==> src/rtl/stage4_r2sdf.sv <==
// Fourth radix-2 SDF stage (span 2, trivial W4 twiddle) of the 32-point DIF FFT pipeline.
// Define STAGE4_SOF_EN to add the registered start-of-frame output sof_o.
module stage4_r2sdf #(
    parameter int IN_W     = 16,
    parameter int OUT_W    = 17,
    parameter int SR_DEPTH = 2,
    parameter int FRAME    = 32
) (
    input  logic                    clk,
    input  logic                    rst,
    input  logic                    valid_i,
    input  logic signed [IN_W-1:0]  data_in_r,
    input  logic signed [IN_W-1:0]  data_in_i,
    output logic                    valid_o,
    output logic signed [OUT_W-1:0] data_out_r,
    output logic signed [OUT_W-1:0] data_out_i
`ifdef STAGE4_SOF_EN
    ,
    output logic                    sof_o
`endif
);

    localparam int CNT_W = $clog2(FRAME);
    localparam int PH    = $clog2(SR_DEPTH);

    logic                    valid_r_q, valid_r_d;
    logic signed [IN_W-1:0]  xr_q, xr_d;
    logic signed [IN_W-1:0]  xi_q, xi_d;
    logic [CNT_W-1:0]        cnt_q, cnt_d;
    logic signed [OUT_W-1:0] sr_re_q [SR_DEPTH];
    logic signed [OUT_W-1:0] sr_re_d [SR_DEPTH];
    logic signed [OUT_W-1:0] sr_im_q [SR_DEPTH];
    logic signed [OUT_W-1:0] sr_im_d [SR_DEPTH];
    logic [SR_DEPTH-1:0]     sr_tag_q, sr_tag_d;
    logic                    vo_q, vo_d;
    logic signed [OUT_W-1:0] dor_q, dor_d;
    logic signed [OUT_W-1:0] doi_q, doi_d;
`ifdef STAGE4_SOF_EN
    logic                    sof_q, sof_d;
`endif

    logic signed [OUT_W-1:0] xe_r, xe_i, top_r, top_i;
    logic signed [OUT_W-1:0] sum_r, sum_i, dif_r, dif_i;
    logic                    drain, step, bfly;

    always_comb begin
        valid_r_d = valid_i;
        xr_d      = data_in_r;
        xi_d      = data_in_i;
        cnt_d     = cnt_q;
        sr_re_d   = sr_re_q;
        sr_im_d   = sr_im_q;
        sr_tag_d  = sr_tag_q;
        vo_d      = 1'b0;
        dor_d     = dor_q;
        doi_d     = doi_q;
`ifdef STAGE4_SOF_EN
        sof_d     = 1'b0;
`endif

        xe_r  = {{(OUT_W-IN_W){xr_q[IN_W-1]}}, xr_q};
        xe_i  = {{(OUT_W-IN_W){xi_q[IN_W-1]}}, xi_q};
        top_r = sr_re_q[SR_DEPTH-1];
        top_i = sr_im_q[SR_DEPTH-1];
        sum_r = top_r + xe_r;
        sum_i = top_i + xe_i;
        dif_r = top_r - xe_r;
        dif_i = top_i - xe_i;

        // Flush pending differences only at a frame boundary once input stops
        drain = !valid_r_q && (cnt_q == '0) && (|sr_tag_q);
        step  = valid_r_q || drain;
        bfly  = valid_r_q && cnt_q[PH];

        if (step) begin
            for (int k = SR_DEPTH - 1; k > 0; k--) begin
                sr_re_d[k]  = sr_re_q[k-1];
                sr_im_d[k]  = sr_im_q[k-1];
                sr_tag_d[k] = sr_tag_q[k-1];
            end
            if (valid_r_q) begin
                cnt_d = cnt_q + CNT_W'(1);
            end
            if (bfly) begin
                vo_d        = 1'b1;
                dor_d       = sum_r;
                doi_d       = sum_i;
                sr_tag_d[0] = 1'b1;
                if (cnt_q[0]) begin
                    sr_re_d[0] = dif_i;
                    sr_im_d[0] = -dif_r;
                end else begin
                    sr_re_d[0] = dif_r;
                    sr_im_d[0] = dif_i;
                end
`ifdef STAGE4_SOF_EN
                sof_d = (cnt_q == CNT_W'(2));
`endif
            end else begin
                vo_d        = sr_tag_q[SR_DEPTH-1];
                dor_d       = top_r;
                doi_d       = top_i;
                sr_tag_d[0] = 1'b0;
                sr_re_d[0]  = valid_r_q ? xe_r : '0;
                sr_im_d[0]  = valid_r_q ? xe_i : '0;
            end
        end
    end

    always_ff @(posedge clk or posedge rst) begin
        if (rst) begin
            valid_r_q <= 1'b0;
            xr_q      <= '0;
            xi_q      <= '0;
            cnt_q     <= '0;
            sr_tag_q  <= '0;
            vo_q      <= 1'b0;
            dor_q     <= '0;
            doi_q     <= '0;
            for (int k = 0; k < SR_DEPTH; k++) begin
                sr_re_q[k] <= '0;
                sr_im_q[k] <= '0;
            end
`ifdef STAGE4_SOF_EN
            sof_q     <= 1'b0;
`endif
        end else begin
            valid_r_q <= valid_r_d;
            xr_q      <= xr_d;
            xi_q      <= xi_d;
            cnt_q     <= cnt_d;
            sr_tag_q  <= sr_tag_d;
            vo_q      <= vo_d;
            dor_q     <= dor_d;
            doi_q     <= doi_d;
            for (int k = 0; k < SR_DEPTH; k++) begin
                sr_re_q[k] <= sr_re_d[k];
                sr_im_q[k] <= sr_im_d[k];
            end
`ifdef STAGE4_SOF_EN
            sof_q     <= sof_d;
`endif
        end
    end

    assign valid_o    = vo_q;
    assign data_out_r = dor_q;
    assign data_out_i = doi_q;
`ifdef STAGE4_SOF_EN
    assign sof_o      = sof_q;
`endif

endmodule
==> config.mk <==
export PLATFORM = sky130hd
export DESIGN_NAME = stage4_r2sdf
export DESIGN_NICKNAME = d
export VERILOG_FILES = /design/src/rtl/stage4_r2sdf.sv
export SDC_FILE = /design/constraint.sdc
export NUM_CORES = 1
export LEC_CHECK = 0
export CAP_MARGIN = 15
export CORE_AREA = 2 2 132 134
export DETAILED_ROUTE_END_ITERATION = 10
export DIE_AREA = 0 0 134 136
export PLACE_DENSITY = 0.75
export REMOVE_ABC_BUFFERS = 1
export SETUP_SLACK_MARGIN = 0.02
export SYNTH_ARGS = -nofsm -noshare
export SYNTH_HDL_FRONTEND = slang
export SYNTH_SLANG_ARGS = --single-unit
==> constraint.sdc <==
create_clock -name clk -period 17 [get_ports clk]
set_input_delay 5.1 -clock clk [delete_from_list [all_inputs] [get_ports clk]]
set_output_delay 5.1 -clock clk [all_outputs]
set_load 0.005 [all_outputs]
==> out/results.tsv <==
stage	metric	value	unit
sta	finalCriticalPeriod	6.47	ns
sta	period_share	0.380	
job	drv_cap	0	
sta	worstMarginPinSlew	0.845	ns
global_routing	grt_start_max_net_pins	82	
worst_setup_path	critPathMaxFanout	81	
die	core_area	0.0169	mm²
worst_setup_path	cp_cell_sequence	clkdlybuf4s50_1 -> inv_6 -> buf_4	
hold_path	hold_path_end	top_r[13]	
logic_synthesis	synth.distinct_cells	69	
worst_setup_path	r2r-start	top_r[0]	
die	fp.dieH	136	µm
hold_path	hold_path.class	reg2reg	
placement	dp.final_hpwl	14700	µm
logic_synthesis	ys_seq_area_frac	0.392	
clock_network	cts_sinks	143	
worst_setup_path	cp.required	17.45	ns
worst_setup_path	cpMaxStageDelayCell	buf_4	
sta	skew	0.00689	ns
cells_and_area	drive_gt1_frac	0.0519	
logic_synthesis	synth_compound_area_frac	0.211	
cells_and_area	fin_nets	1193	
global_routing	grt_pass1_wl	35900	µm
worst_setup_path	critPathKind	in2async	
detailed_routing	drc	0	
global_routing	use_met1	0.347	
power_and_ir_drop	cellPowerDensity	201	mW/mm²
die	initial_core_util	0.540	
worst_setup_path	worstSetupEndpointType	asynchronous set/reset pin	
cells_and_area	final_area	0.0105	mm²
placement	place_ws	9.99	ns
global_routing	overflow	0	
logic_synthesis	synth_top_area_share	0.392	
global_routing	gr-usage-met3	0.0474	
power_and_ir_drop	power_frac_comb	0.554	
worst_setup_path	ff2ff_setup_slack	13.58	ns
placement	dpl_cell_area	0.00992	mm²
logic_synthesis	synth_ff_type	dfrtp_1	
sta	timing.fmax	155	MHz
detailed_routing	ant_nets	0	
logic_synthesis	synth-edff-count	0	
detailed_routing	first_pass_iters	5	
logic_synthesis	syn_inst	1051	
placement	placedCellCount	1292	
power_and_ir_drop	internal-power	0.00121	W
global_routing	grt_pass1_vias	7154	
hold_path	min_path_cells	2	
detailed_routing	drt-total-wl	21700	µm
clock_network	cts_max_level	4	
placement	routabilityCongestion	0.879	
logic_synthesis	synth_top_family_by_area	compound AO/OA/AOI/OAI gates	
die	die_area	0.0182	mm²
worst_setup_path	critPathBufInv	3	
sta	grt_setup_unrepaired	false	
clock_network	hold_buffers	0	
worst_setup_path	critPathMaxStageDelay	0.76	ns
power_and_ir_drop	power_frac_clock	0.172	
clock_network	clk_latency	0.42	ns
logic_synthesis	synthMuxAreaShare	0.0167	
worst_setup_path	cp.arrival	6.92	ns
worst_setup_path	path_delay_family	buffers and inverters	
clock_network	cts_max_path_buffers	2	
global_routing	antenna_found_initial	0	
detailed_routing	routedWlPerCell	16.4	µm
logic_synthesis	async_flop_share	1.00	
clock_network	cts.repair.resized	0	
placement	port_buffers	69	
power_and_ir_drop	pwr-share-seq	0.274	
sta	slew_headroom	0.429	
clock_network	postCtsSetupRepairBufs	0	
logic_synthesis	yosys-top-cells-count	nand2_1, dfrtp_1, o21ai_0	
logic_synthesis	syn-cell-area	0.00912	mm²
logic_synthesis	synth_xor_area_frac	0.0663	
global_routing	grt_util_met2	0.398	
cells_and_area	fin_cells	1323	
worst_setup_path	worstSetupStartpoint	rst	
power_and_ir_drop	switching_share	0.428	
detailed_routing	route.vias.total	7517	
logic_synthesis	ys_ff_latch	143	
sta	setup-violations-final	0	
clock_network	cts_buffers	17	
logic_synthesis	synth_area_leaders	dfrtp_1, ha_1, nand2_1, xnor2_1, o21ai_0	
logic_synthesis	synthAdderAreaFrac	0.102	
logic_synthesis	synth_simple_gate_area_share	0.156	
worst_setup_path	r2r_cells	13	
outcome	status	complete, no violations	
power_and_ir_drop	leakage	4.81	nW
die	ios	70	
sta	final_hold_viol_count	0	
hold_path	min_from	sr_re_q[30]	
sta	fin_ws	10.53	ns
worst_setup_path	rr_endpoint	sr_im_q[28]	
power_and_ir_drop	p_sw	0.000903	W
detailed_routing	initialDrtViolationCount	654	
cells_and_area	diodes	0	
clock_network	cts_tree	yes	
logic_synthesis	syn_avg_cell_area	8.68	µm²
cells_and_area	area_growth_syn_to_layout	15.0	%
clock_network	path_clk_slew	0.06	ns
clock_network	root_buffer	clkbuf_16	
detailed_routing	vias_per_cell	5.68	
logic_synthesis	synth_top_area_cell	dfrtp_1	
power_and_ir_drop	ir_drop	99.4	µV
sta	slew_viol_final	0	
sta	setup_tns	0	ns
logic_synthesis	ys_warn_count	0	
die	die_w	134	µm
logic_synthesis	synth.most_common_cell	nand2_1	
die	fp-row-count	48	
global_routing	grt_busiest_layer	met2	
global_routing	grt_use_total	0.248	
worst_setup_path	cp-start-kind	input port	
==> cell families (layout without fill, tap and decap cells) <==
kind of cell             Yosys count  after routing
XOR/XNOR                          69             69
flip-flops                       143            143
adder cells (fa/ha/maj)           72             72
buffers and inverters            130            177
multiplexers                      15             15
AND/OR/NAND/NOR                  324            324
AO/OA/AOI/OAI                    298            298
==> power by group through the flow <==
stage / clock network (W) / registers [W] / logic [W]
6_report: 0.000363 / 0.000577 / 0.00117
5_1_grt: 0.000383 / 0.000595 / 0.00130
4_1_cts: 0.000368 / 0.000576 / 0.00116
3_5_place_dp: 0 / 0.000578 / 0.00115
3_3_place_gp: 0 / 0.000575 / 0.00113
2_1_floorplan: 0 / 0.000574 / 0.000830
==> routing by layer <==
metal  part of all wire  vias to the layer above  wire length [µm]
met1               0.47                     3572             10100
met4              0.013                        0               285
met5                  0                        -                 0
met3              0.056                       25              1210
li1                   -                     3688                 -
met2               0.47                      232             10100
==> tightest hold or removal path, stage by stage (launching register included) <==
cell     delay [ns]
dfrtp_1        0.34
nand2_1        0.05
nand2_1        0.05
==> cell type report <==
type / instances / area (µm²)
clock buffers: 24 / 482
clock inverters: 7 / 85.1
fillers: 1412 / 6390
inverters: 68 / 260
multi-input cells: 778 / 5040
flip-flops and latches: 143 / 3580
well taps: 225 / 282
repair buffers: 78 / 758
==> state kept, by name, indices dropped and copies added, names as in the netlist <==
register / cells
cnt_q: 5
data_out_i: 17
data_out_r: 17
sr_im_q: 17
sr_re_q: 17
sr_tag_q: 2
top_i: 17
top_r: 17
valid_o: 1
valid_r_q: 1
xi_q: 16
xr_q: 16
==> cells in the final DEF, fill, tap and decap left out, types with 9 or more instances in the layout <==
| cell | instances |
|---|---|
| nand3_1 | 10 |
| nand2_1 | 170 |
| dfrtp_1 | 143 |
| clkbuf_16 | 17 |
| a21o_1 | 15 |
| a22oi_1 | 23 |
| nor3_1 | 16 |
| a21oi_1 | 66 |
| o21ai_0 | 87 |
| xnor2_1 | 53 |
| clkdlybuf4s50_1 | 69 |
| xor2_1 | 16 |
| nor2_1 | 74 |
| mux2i_1 | 13 |
| buf_4 | 9 |
| inv_1 | 67 |
| ha_1 | 68 |
| or3_1 | 10 |
| o211ai_1 | 18 |
| o21bai_1 | 9 |
==> worst max path at each step <==
stage	endpoint	slack, ns	cells past startpoint
2_1_floorplan	cnt_q[0]	8.06	1
3_3_place_gp	top_r[4]	10.01	3
3_5_place_dp	data_out_r[16]	9.99	3
4_1_cts	sr_im_q[33]	10.43	3
5_1_grt	sr_im_q[33]	10.22	3
6_report	data_out_i[16]	10.53	3
==> per-stage QoR <==
| stage | power, W | utilization | hold WS [ns] |
|---|---|---|---|
| after floorplan | 0.00140 | - | 0.439 |
| after CTS | 0.00210 | 0.622 | 0.471 |
| after global routing | 0.00228 | 0.622 | 0.482 |
| after detailed placement | 0.00173 | 0.588 | 0.455 |
| after global placement | 0.00170 | 0.588 | 0.451 |
| final | 0.00211 | 0.622 | 0.468 |
Power figures use the tool's default switching activity.
